**src/rtl/neuron_layer_scheduler.sv**
```systemverilog
// Time-multiplexes one sequential MAC across all output neurons of a dense layer.
// Optional ReLU on the result write path: define SCHED_RELU_EN.
module neuron_layer_scheduler #(
  parameter int unsigned NUM_NEURONS    = 4,
  parameter int unsigned DATA_WIDTH     = 16,
  parameter int unsigned TIMEOUT_CYCLES = 64
) (
  input  logic                                  clk,
  input  logic                                  rst,
  input  logic                                  start,
  output logic                                  busy,
  output logic                                  done,
  output logic                                  error,
  output logic                                  w_rd_en,
  output logic [$clog2(NUM_NEURONS):0]          w_addr,
  output logic                                  mac_valid_in,
  input  logic                                  mac_valid_out,
  input  logic signed [DATA_WIDTH-1:0]          mac_result,
  output logic                                  res_we,
  output logic [$clog2(NUM_NEURONS):0]          res_addr,
  output logic signed [DATA_WIDTH-1:0]          res_data
);

  localparam int unsigned AW = $clog2(NUM_NEURONS) + 1;
  localparam int unsigned TW = $clog2(TIMEOUT_CYCLES) + 1;
  localparam logic [AW-1:0] LAST_IDX = AW'(NUM_NEURONS - 1);
  localparam logic [TW-1:0] TMO_LAST = TW'(TIMEOUT_CYCLES - 1);

  typedef enum logic [2:0] {
    S_IDLE, S_FETCH, S_ISSUE, S_WAIT, S_WRITE, S_FINISH
  } state_t;

  state_t                       r_state;
  state_t                       w_state_next;
  logic [AW-1:0]                r_idx;
  logic [AW-1:0]                w_idx_next;
  logic [TW-1:0]                r_tmo;
  logic [TW-1:0]                w_tmo_next;
  logic                         w_timeout;
  logic                         w_accept;
  logic signed [DATA_WIDTH-1:0] w_result_wr;

  logic                         w_busy_d;
  logic                         w_done_d;
  logic                         w_error_d;
  logic                         w_rd_en_d;
  logic [AW-1:0]                w_waddr_d;
  logic                         w_mac_vin_d;
  logic                         w_res_we_d;
  logic [AW-1:0]                w_raddr_d;
  logic signed [DATA_WIDTH-1:0] w_rdata_d;

`ifdef SCHED_RELU_EN
  assign w_result_wr = mac_result[DATA_WIDTH-1] ? '0 : mac_result;
`else
  assign w_result_wr = mac_result;
`endif

  assign w_accept = (r_state == S_IDLE) && start;

  // State, counters and registered outputs
  always_ff @(posedge clk or posedge rst) begin
    if (rst) begin
      r_state      <= S_IDLE;
      r_idx        <= '0;
      r_tmo        <= '0;
      busy         <= 1'b0;
      done         <= 1'b0;
      error        <= 1'b0;
      w_rd_en      <= 1'b0;
      w_addr       <= '0;
      mac_valid_in <= 1'b0;
      res_we       <= 1'b0;
      res_addr     <= '0;
      res_data     <= '0;
    end else begin
      r_state      <= w_state_next;
      r_idx        <= w_idx_next;
      r_tmo        <= w_tmo_next;
      busy         <= w_busy_d;
      done         <= w_done_d;
      error        <= w_error_d;
      w_rd_en      <= w_rd_en_d;
      w_addr       <= w_waddr_d;
      mac_valid_in <= w_mac_vin_d;
      res_we       <= w_res_we_d;
      res_addr     <= w_raddr_d;
      res_data     <= w_rdata_d;
    end
  end

  always_comb begin
    w_state_next = r_state;
    w_idx_next   = r_idx;
    w_tmo_next   = r_tmo;
    w_timeout    = 1'b0;
    case (r_state)
      S_IDLE: begin
        if (start) begin
          w_state_next = S_FETCH;
          w_idx_next   = '0;
        end
      end
      S_FETCH: w_state_next = S_ISSUE;
      S_ISSUE: begin
        w_state_next = S_WAIT;
        w_tmo_next   = '0;
      end
      S_WAIT: begin
        // A result on the last allowed cycle still wins over the timeout
        if (mac_valid_out) begin
          w_state_next = S_WRITE;
        end else if (r_tmo == TMO_LAST) begin
          w_state_next = S_IDLE;
          w_timeout    = 1'b1;
        end else begin
          w_tmo_next = r_tmo + TW'(1);
        end
      end
      S_WRITE: begin
        if (r_idx == LAST_IDX) begin
          w_state_next = S_FINISH;
        end else begin
          w_state_next = S_FETCH;
          w_idx_next   = r_idx + AW'(1);
        end
      end
      S_FINISH: w_state_next = S_IDLE;
      default:  w_state_next = S_IDLE;
    endcase
  end

  // Outputs are decoded from the next state so they line up with the state register
  always_comb begin
    w_busy_d    = (w_state_next == S_FETCH) || (w_state_next == S_ISSUE) ||
                  (w_state_next == S_WAIT)  || (w_state_next == S_WRITE);
    w_done_d    = (w_state_next == S_FINISH);
    w_rd_en_d   = (w_state_next == S_FETCH);
    w_mac_vin_d = (w_state_next == S_ISSUE);
    w_res_we_d  = (w_state_next == S_WRITE);
    w_error_d   = error;
    w_waddr_d   = w_addr;
    w_raddr_d   = res_addr;
    w_rdata_d   = res_data;
    if (w_accept) begin
      w_error_d = 1'b0;
    end
    if (w_timeout) begin
      w_error_d = 1'b1;
    end
    if (w_state_next == S_FETCH) begin
      w_waddr_d = w_idx_next;
    end
    if (w_state_next == S_WRITE) begin
      w_raddr_d = r_idx;
    end
    if ((r_state == S_WAIT) && mac_valid_out) begin
      w_rdata_d = w_result_wr;
    end
  end

endmodule

```
**config.mk**
```make
export PLATFORM = sky130hd
export DESIGN_NAME = neuron_layer_scheduler
export DESIGN_NICKNAME = d
export VERILOG_FILES = /design/src/rtl/neuron_layer_scheduler.sv
export SDC_FILE = /design/constraint.sdc
export NUM_CORES = 1
export LEC_CHECK = 0
export CORE_AREA = 3 3 69 71
export DETAILED_ROUTE_END_ITERATION = 12
export DIE_AREA = 0 0 72 74
export PLACE_DENSITY = 0.79
export REMOVE_ABC_BUFFERS = 1
export SETUP_SLACK_MARGIN = 0.5
export SLEW_MARGIN = 15
export SYNTH_ARGS = -nofsm -noshare
export SYNTH_HDL_FRONTEND = slang
export SYNTH_SLANG_ARGS = --single-unit
```
**constraint.sdc**
```tcl
create_clock -name clk -period 1.7 [get_ports clk]
set_clock_uncertainty 0.1 [all_clocks]
set_input_delay 0.34 -clock clk [delete_from_list [all_inputs] [get_ports clk]]
set_output_delay 0.34 -clock clk [all_outputs]
set_load 0.02 [all_outputs]
```
==> metrics, run 1 <==
cell area after placement=2470 um^2; Rows=24; PwrDens=1640 nW/um^2; reg-to-reg startpoint=r_tmo[0]; most common cell after layout, fill and taps aside=buf_4; H-Tree Depth=2; Pre-antenna DRT Iters=4; number of global-route vias before repair=1773; Synth area leader=dfrtp_1; final setup fails=0; Max-slew headroom=between 70 and 80%; Placer Congestion=0.785; die outline width=72 um; initial antenna violation count=0; dpl ws=-0.0907 ns; CTS tree=yes; Inst Count DP=297; Sequential Power Share=between 30% and 40%; Primary FF master, synth=dfrtp_1; Crit path required time=1.79 ns; critical path depth=6; Die Ht=about 74 um; CP max-delay cell=dfrtp_1; total track usage=between 10% and 20%; Clock Path Buffers=2; EDFF count, synth=0; Setup CP Type=reg -> reg; cts bufs inserted=5; initial core utilization=about 42%; register area=a little over 1000 um^2; first-pass GRT wire length=8210 um; Clock Sink Count=41; Post-synth ARST share=100%; slack of the worst reg-to-reg path=0.07 ns; I/O Buffers=47; Setup crit end kind=flip-flop; Final Instance Area=3250 um^2; DR WL/cell=between 15 and 20 um; fin crit share=between 90% and 100%; Slew Limit Fails=0; worst reg2reg path endpoint=r_tmo[4]; CP max FO=5; RSZ-0062 raised after global routing=true; Die Footprint=about 5300 um^2; n_diodes=0; largest stage delay on the critical path=0.36 ns; Arr. time, crit path=around 1.7 ns; I/O Pins=48; internal power=3.28 mW; later-pin clock latency in the skew report=0.29 ns; Seq cells post-synth=41; Max-Cap Viols=0; clock power share=11.5%; most frequent cells in the layout=buf_4, dfrtp_1, buf_6, nand2_1, nand2_2; Bufs and invs on worst path=1; routed vias=1770; share of layout cells above drive strength 1=between 50% and 60%; area delta synth->final=79.5%; status=finished clean; number of synthesis warnings=0; Final WS setup=0.0725 ns; Net Sw Frac=slightly below 40%; DR DRC count=0; fillers=~300; worst vdd ir=a little over 900 uV; hpwl dp=2890 um; DRT Wirelength=about 5300 um; Yosys cell types=32; worst-margin pin slew=approximately 0.36 ns; synthesized area=approximately 1800 um^2; sequential share of the synthesized area=a little under three fifths; reg2reg path depth=6; Overflow after GRT=0; clk slew on worst S/H paths=around 0.08 ns; worst hold-check path type=in -> async; Post-Layout Cell Count=approximately 350; fmax=614 MHz; final hold vios=0; Syn Area/Cell=around 9.7 um^2; sw power=around 2.1 mW; antenna-violating nets left=0; leak pwr=1.61 nW; Worst Setup Start Kind=flip-flop; CP Cell Sequence=ha_2, and3_4, a41oi_4, buf_6, a32o_1, a31o_1; core footprint=~4300 um^2; post-synthesis cell count=~190; final net count=around 320; power share of the combinational group=between 50% and 60%; Multi-input gate area=918 um^2; DRT iter0 DRCs=75; largest net degree at the start of global routing=between 40 and 50; top cell type's share of synthesized area=between 50% and 60%; Vias/cell=just over 5; Synth area leaders=dfrtp_1, nand2_1, a22o_1; crit path time final=1.63 ns; clk root buf=clkbuf_8; Top delay family on crit path=compound AO/OA/AOI/OAI gates
[power groups by stage]
stage | sequential [mW] | clock (mW) | combinational (mW)
floorplan | 1.90 | 0 | 0.614
global placement | 1.53 | 0 | 1.91
detailed placement | 1.54 | 0 | 1.94
CTS | 1.58 | 0.639 | 2.54
global route | 1.63 | 0.675 | 3.35
finish | 1.60 | 0.616 | 3.12
[synth_stat cells, types with 2 or more instances]
cell type  number
nand2b_1        2
o41ai_1         2
nand2_1        68
clkbuf_1        2
nor2_1          7
o21ai_0         6
inv_1           6
buf_2           7
a31o_1          3
nor2b_1         2
a22o_1         10
nor3_1          5
nand3_1         3
nand4_1         2
dfrtp_1        41
a32o_1          2
a21oi_1         3
ha_1            2
[worst max-delay path by stage]
stage             startpoint          to  slack, ns
3_3_place_gp   mac_valid_out    r_tmo[4]      -0.06
6_report            r_tmo[0]    r_tmo[4]       0.07
3_5_place_dp   mac_valid_out    r_tmo[4]      -0.09
2_1_floorplan     r_state[2]  r_state[2]      -0.33
5_1_grt             r_tmo[0]    r_tmo[4]       0.01
4_1_cts             r_tmo[0]    r_tmo[1]       0.09
[per-layer routing]
metal / vias to the layer above / share of wire (%) / track usage (%)
met1: 869 / 41 / 24.1
met2: 53 / 53 / 34.9
met4: 0 / 0.87 / 6.47
met3: 6 / 5.3 / 4.59
met5: - / 0 / 0
li1: 842 / - / -
[per-stage QoR]
| step | TNS [ns] | util, % | total power, mW | hold WS (ns) |
|---|---|---|---|---|
| after floorplan | -5.81 | - | 2.52 | 0.335 |
| after global placement | -0.0605 | 57.6 | 3.44 | 0.355 |
| after detailed placement | -0.171 | 57.6 | 3.49 | 0.362 |
| after CTS | 0 | 68.3 | 4.75 | 0.316 |
| after global routing | 0 | 75.6 | 5.65 | 0.341 |
| final | 0 | 75.6 | 5.34 | 0.303 |
[repair_timing]
action | 4_1_cts | 5_1_grt
buffers inserted | 20 | 17
setup endpoints to repair | 67 | 69
pin swaps | 29 | 41
gates resized for setup | 202 | 58
hold buffers | 0 | 0
gates cloned | 3 | 1
[final cells by class]
| cell class | count | share of cell area, % |
|---|---|---|
| inverters | 6 | 0.693 |
| multi-input cells | 130 | 28.3 |
| clock inverters | 2 | 0.308 |
| clock buffers | 6 | 2.23 |
| well taps | 52 | 2.00 |
| repair buffers | 109 | 34.8 |
| flip-flops and latches | 41 | 31.7 |
[cell families after synthesis]
logic type               after synthesis  synth area share (%)
AND/OR/NAND/NOR                       97                  23.3
flip-flops                            41                  56.7
AO/OA/AOI/OAI                         31                  14.4
buffers and inverters                 16                  4.22
adder cells (fa/ha/maj)                2                  1.38
[state kept, by name (all words and copies together), names as in the netlist]
register	cells
res_data	16
r_tmo	7
r_idx	3
r_state	3
res_addr	3
w_addr	3
busy	1
done	1
error	1
mac_valid_in	1
res_we	1
w_rd_en	1
[worst reg2reg max path, stage by stage (launching register included)]
cell	delay [ns]
dfrtp_1	0.36
ha_2	0.19
and3_4	0.20
a41oi_4	0.14
buf_6	0.17
a32o_1	0.21
a31o_1	0.17
(Power assumes the default switching activity.)
==> run 2: changes to the inputs <==
- GPL_ROUTABILITY_DRIVEN: not set -> 0
- HOLD_SLACK_MARGIN: not set -> 0.06
- clock period: 1.7 -> 1.3 ns (I/O delays scaled with it)
==> run 2 against run 1 <==
The run now ends with setup timing left; flip-flop and latch count is the same; core utilization shrank 1.9 points; worst setup slack lost 0.38 ns; routed wire length shrank 1.6%; register-to-register slack lost 0.38 ns; critical endpoint unchanged; largest cell class unchanged; largest power group unchanged; highest routed layer unchanged.
==> metrics, run 2 (synthesized netlist as in run 1, its figures left out) <==
status=finished, violations left; failing checks=setup timing; initial antenna violation count=0; Clock Sink Count=41; routed vias=between 1500 and 2000; die outline width=slightly above 70 um; sw power=2.55 mW; Max-Cap Viols=0; cts bufs inserted=5; Die Footprint=between 5000 and 6000 um^2; fmax=624 MHz; core footprint=approximately 4300 um^2; clock power share=~16%; fin crit share=123%; Sequential Power Share=slightly above 30%; Clock Path Buffers=2; Slew Limit Fails=0; later-pin clock latency in the skew report=between 0.2 and 0.3 ns; worst-margin pin slew=roughly 0.37 ns; share of layout cells above drive strength 1=roughly 45%; final setup TNS=-5.01 ns; I/O Pins=between 40 and 50; Setup CP Type=reg -> reg; DRT Wirelength=approximately 5200 um; leak pwr=approximately 1.6 nW; Arr. time, crit path=1.69 ns; reg-to-reg startpoint=r_tmo[0]; hpwl dp=3130 um; worst vdd ir=between 1000 and 1500 uV; Final WS setup=-0.303 ns; I/O Buffers=47; worst hold-check path type=in -> async; Final Instance Area=~3200 um^2; internal power=4.30 mW; DR WL/cell=14.8 um; DR DRC count=0; final hold vios=0; initial core utilization=between 40% and 50%; Rows=24; Top Registers=res_data: 16 flops, r_tmo: 7 flops; Max-slew headroom=74.7%; clk root buf=clkbuf_8; largest net degree at the start of global routing=42; Crit path required time=roughly 1.4 ns; cell area after placement=approximately 2600 um^2; Pre-antenna DRT Iters=4; Overflow after GRT=0; PwrDens=between 2000 and 2500 nW/um^2; CTS tree=yes; Net Sw Frac=a little under two fifths; max reg flops=16; final net count=between 300 and 400; Die Ht=about 74 um; DRT iter0 DRCs=80; antenna-violating nets left=0; Largest Register=res_data; first-pass GRT wire length=approximately 8000 um; power share of the combinational group=54.0%; crit path time final=roughly 1.6 ns; H-Tree Depth=2; Setup crit end kind=flip-flop; final setup fails=38; RSZ-0062 raised after global routing=true; Worst Setup Start Kind=flip-flop; Vias/cell=between 4 and 5; n_diodes=0; most common cell after layout, fill and taps aside=nand2_1; clk slew on worst S/H paths=roughly 0.08 ns; number of global-route vias before repair=about 1800; worst setup path startpoint=r_tmo[0]; area delta synth->final=75.1%; total track usage=about 19%; most frequent cells in the layout=nand2_1, buf_4, buf_6, dfrtp_1, clkdlybuf4s50_1; CP max FO=3
[run 2: cell count changes in the layout (fill, tap and decap cells not counted), moves of 3 or more]
cell and change:
buf_12 -3, buf_6 +4, nand2_4 -7, o21ai_2 +3, nand2_2 -27, nand2_1 +34
buf_4 +9, o21ai_1 -3
[run 2: metrics by stage]
| step | cells | utilization [%] | total power, mW | hold slack (ns) | setup slack (ns) |
|---|---|---|---|---|---|
| 2_1_floorplan | 177 | - | 3.29 | 0.260 | -0.731 |
| 3_3_place_gp | 319 | 61.2 | 4.78 | 0.357 | -0.383 |
| 3_5_place_dp | 319 | 61.2 | 4.85 | 0.362 | -0.448 |
| 4_1_cts | 338 | 69.9 | 6.50 | 0.236 | -0.307 |
| 5_1_grt | 351 | 73.8 | 7.27 | 0.265 | -0.388 |
| 6_report | 351 | 73.8 | 6.85 | 0.224 | -0.303 |
[run 2: final timing paths]
kind	end	slack, ns	cells past startpoint
max in group asynchronous	r_state[1]	0.66	3
worst min-delay path	busy	0.22	3
worst max-delay path	r_tmo[4]	-0.30	6
worst max register to register	r_tmo[4]	-0.30	6
min in group clk	res_data[14]	0.39	3
worst min register to register	res_data[11]	0.40	2
[run 2: layout make-up]
cell class	instances	area (um^2)
inverters	6	22.5
fillers	303	1130
well taps	52	65.1
repair buffers	114	1080
clock buffers	6	82.6
clock inverters	2	37.5
flip-flops and latches	41	1030
multi-input cells	130	856
[run 2: power by group through the flow]
stage	sequential [mW]	clock, mW	combinational [mW]
2_1_floorplan	2.49	0	0.803
3_3_place_gp	1.99	0	2.79
3_5_place_dp	2.00	0	2.85
4_1_cts	2.06	1.09	3.35
5_1_grt	2.13	1.15	3.99
6_report	2.08	1.07	3.70
[run 2: critical path, cell delays in order, from the launching register on]
cell and delay (ns):
dfrtp_1 0.39, ha_2 0.20, and3_4 0.16, buf_4 0.13, buf_6 0.11, a32o_1 0.24, a31o_1 0.18
[run 2: repair_timing]
item                                   CTS  global route
buffers inserted                        11            13
hold buffers                             0             0
pin swaps                               21            19
endpoints found under the hold margin    0             0
gates resized for setup                212            14
setup endpoints to repair               69            69
[run 2: metal layers]
metal | routed length, um | GRT usage, % | up-vias
met5 | 0 | 0 | -
li1 | - | - | 853
met2 | 2720 | 35.1 | 48
met1 | 2090 | 22.9 | 832
met3 | 263 | 5.00 | 13
met4 | 129 | 5.22 | 0
==> run 3: changes to the inputs <==
- CORE_AREA: 3 3 69 71 -> 3 3 68 70
- CTS_BUF_LIST: not set -> sky130_fd_sc_hd__clkbuf_4
- DIE_AREA: 0 0 72 74 -> 0 0 71 73
- PLACE_DENSITY: 0.79 -> 0.81
- SETUP_SLACK_MARGIN: 0.5 -> not set
==> run 3 against run 2 <==
The flow still finishes with violations (setup timing); flip-flop and latch count unchanged; final area rose by 4.3%; critical path depth up 1; critical path type unchanged; largest power group unchanged.
==> metrics, run 3 (synthesized netlist as in run 1, its figures left out) <==
register area=between 1000 and 1500 um^2; worst hold-check path type=in -> async; total track usage=approximately 22%; met1 Resource Use GR=between 20% and 30%; GRT Max-Usage Layer=met2; Setup CP Type=reg -> reg; Post-Layout Cell Count=approximately 350; Vias/cell=between 5 and 6; reg-to-reg startpoint=r_tmo[0]; Max-Cap Viols=0; M2 GR Usage=between 40% and 50%; Final Util=about four fifths; Pre-antenna DRT Iters=4; I/O Buffers=47; fillers=220; final net count=323; max reg flops=16; Sequential Power Share=between 20% and 30%; initial core utilization=44.9%; Post-CTS Hold Buffers=0; leak pwr=about 1.7 nW; Setup crit end kind=flip-flop; clk root buf=clkbuf_4; Overflow after GRT=0; worst reg2reg path endpoint=r_tmo[3]; Slew Limit Fails=0; cts bufs inserted=5; power share of the combinational group=between 50% and 60%; I/O Pins=48; CTS tree=yes; share of layout cells above drive strength 1=about 54%; PwrDens=between 2000 and 2500 nW/um^2; worst-margin pin slew=about 0.45 ns; Multi-input gate area=between 900 and 1000 um^2; Arr. time, crit path=approximately 1.9 ns; routed vias=around 2000; Largest Register=res_data; clk slew on worst S/H paths=approximately 0.15 ns; Net Sw Frac=roughly two fifths; DRT iter0 DRCs=195; status=finished, violations left; Final WS setup=-0.456 ns; internal power=about 4.2 mW; Rows=23; slack of the worst reg-to-reg path=-0.46 ns; largest net degree at the start of global routing=42; initial antenna violation count=0; DRT Wirelength=around 7400 um; Clock Path Buffers=2; number of global-route vias before repair=roughly 1900; PnR Total Power=approximately 7.2 mW; crit path time final=about 1.8 ns; fin crit share=135%; most frequent cells in the layout=buf_4, dfrtp_1, buf_6, nand2_1, nand2_2; CP max FO=4; final setup TNS=-7.10 ns; failing checks=setup timing; fmax=between 500 and 600 MHz; Max-slew headroom=69.7%; Die Ht=~73 um; later-pin clock latency in the skew report=approximately 0.37 ns; worst vdd ir=about 1500 uV; first-pass GRT wire length=roughly 9000 um; Clock Sink Count=41; Inst Count DP=approximately 320; Worst Setup Start Kind=flip-flop; Die Footprint=between 5000 and 6000 um^2; reg2reg path depth=7; sw power=slightly below 3 mW; final setup fails=46; DR DRC count=0; Top Registers=res_data: 16 flops, r_tmo: 7 flops; clock power share=12.2%; area delta synth->final=82.6%; hpwl dp=around 3500 um; n_diodes=0; most common cell after layout, fill and taps aside=buf_4; core footprint=around 4000 um^2; DR WL/cell=roughly 21 um; grt met3 use=under 10%; die outline width=71 um; RSZ-0062 raised after global routing=true; H-Tree Depth=2; antenna-violating nets left=0; Crit path required time=around 1.5 ns; final hold vios=0
## run 3: cell count changes in the layout (fill, tap and decap cells not counted), sizes merged
| cell | before | now |
|---|---|---|
| buf | 95 | 97 |
| clkinv | 0 | 1 |
## run 3: repair_timing
action	CTS	global route
gates cloned	2	1
setup endpoints to repair	65	63
setup buffers	12	13
resized for setup	161	100
hold endpoints to repair	0	0
pin swaps	24	35
## run 3: worst max-delay path, cell delays in order (launching register included)
cell	delay, ns
dfrtp_1	0.42
ha_2	0.20
and3_4	0.16
a41oi_4	0.28
buf_6	0.16
buf_6	0.09
a31o_1	0.13
nand3_1	0.09
## run 3: power groups by stage
stage | Sequential [mW] | Clock (mW) | Combinational (mW)
floorplan | 2.49 | 0 | 0.803
CTS | 1.98 | 0.856 | 3.08
detailed placement | 2.01 | 0 | 2.87
global placement | 1.97 | 0 | 2.79
global route | 2.14 | 0.935 | 4.40
finish | 2.11 | 0.873 | 4.17
## run 3: layout make-up
class | instances | share of cell area [%]
Clock buffer | 5 | 1.14
Sequential cell | 41 | 31.1
Tap cell | 50 | 1.89
Inverter | 6 | 0.909
Timing Repair Buffer | 117 | 34.7
Clock inverter | 3 | 1.25
Multi-Input combinational cell | 130 | 28.9
## run 3: routing by layer
| metal | vias to the layer above | routed length [um] | share of wire (%) |
|---|---|---|---|
| met1 | 992 | 2460 | 33 |
| met4 | 0 | 457 | 6.2 |
| met2 | 112 | 4090 | 55 |
| met5 | - | 0 | 0 |
| met3 | 38 | 358 | 4.9 |
| li1 | 862 | - | - |
## run 3: how the worst max path moves through the flow
stage	cells past startpoint	slack, ns	to	start
detailed placement	6	-0.48	r_state[0]	r_tmo[0]
finish	7	-0.46	r_tmo[3]	r_tmo[0]
CTS	6	-0.32	r_tmo[4]	r_tmo[0]
global placement	6	-0.38	r_tmo[4]	r_tmo[0]
global route	7	-0.52	r_tmo[3]	r_tmo[0]
floorplan	3	-0.73	r_state[2]	r_state[2]
## run 3: stage by stage
stage          hold slack (ns)  cell area, um^2  setup slack (ns)
6_report                 0.134             3300            -0.456
3_3_place_gp             0.354             2640            -0.381
2_1_floorplan            0.260             1760            -0.731
5_1_grt                  0.148             3300            -0.517
4_1_cts                  0.170             2860            -0.322
3_5_place_dp             0.362             2640            -0.476
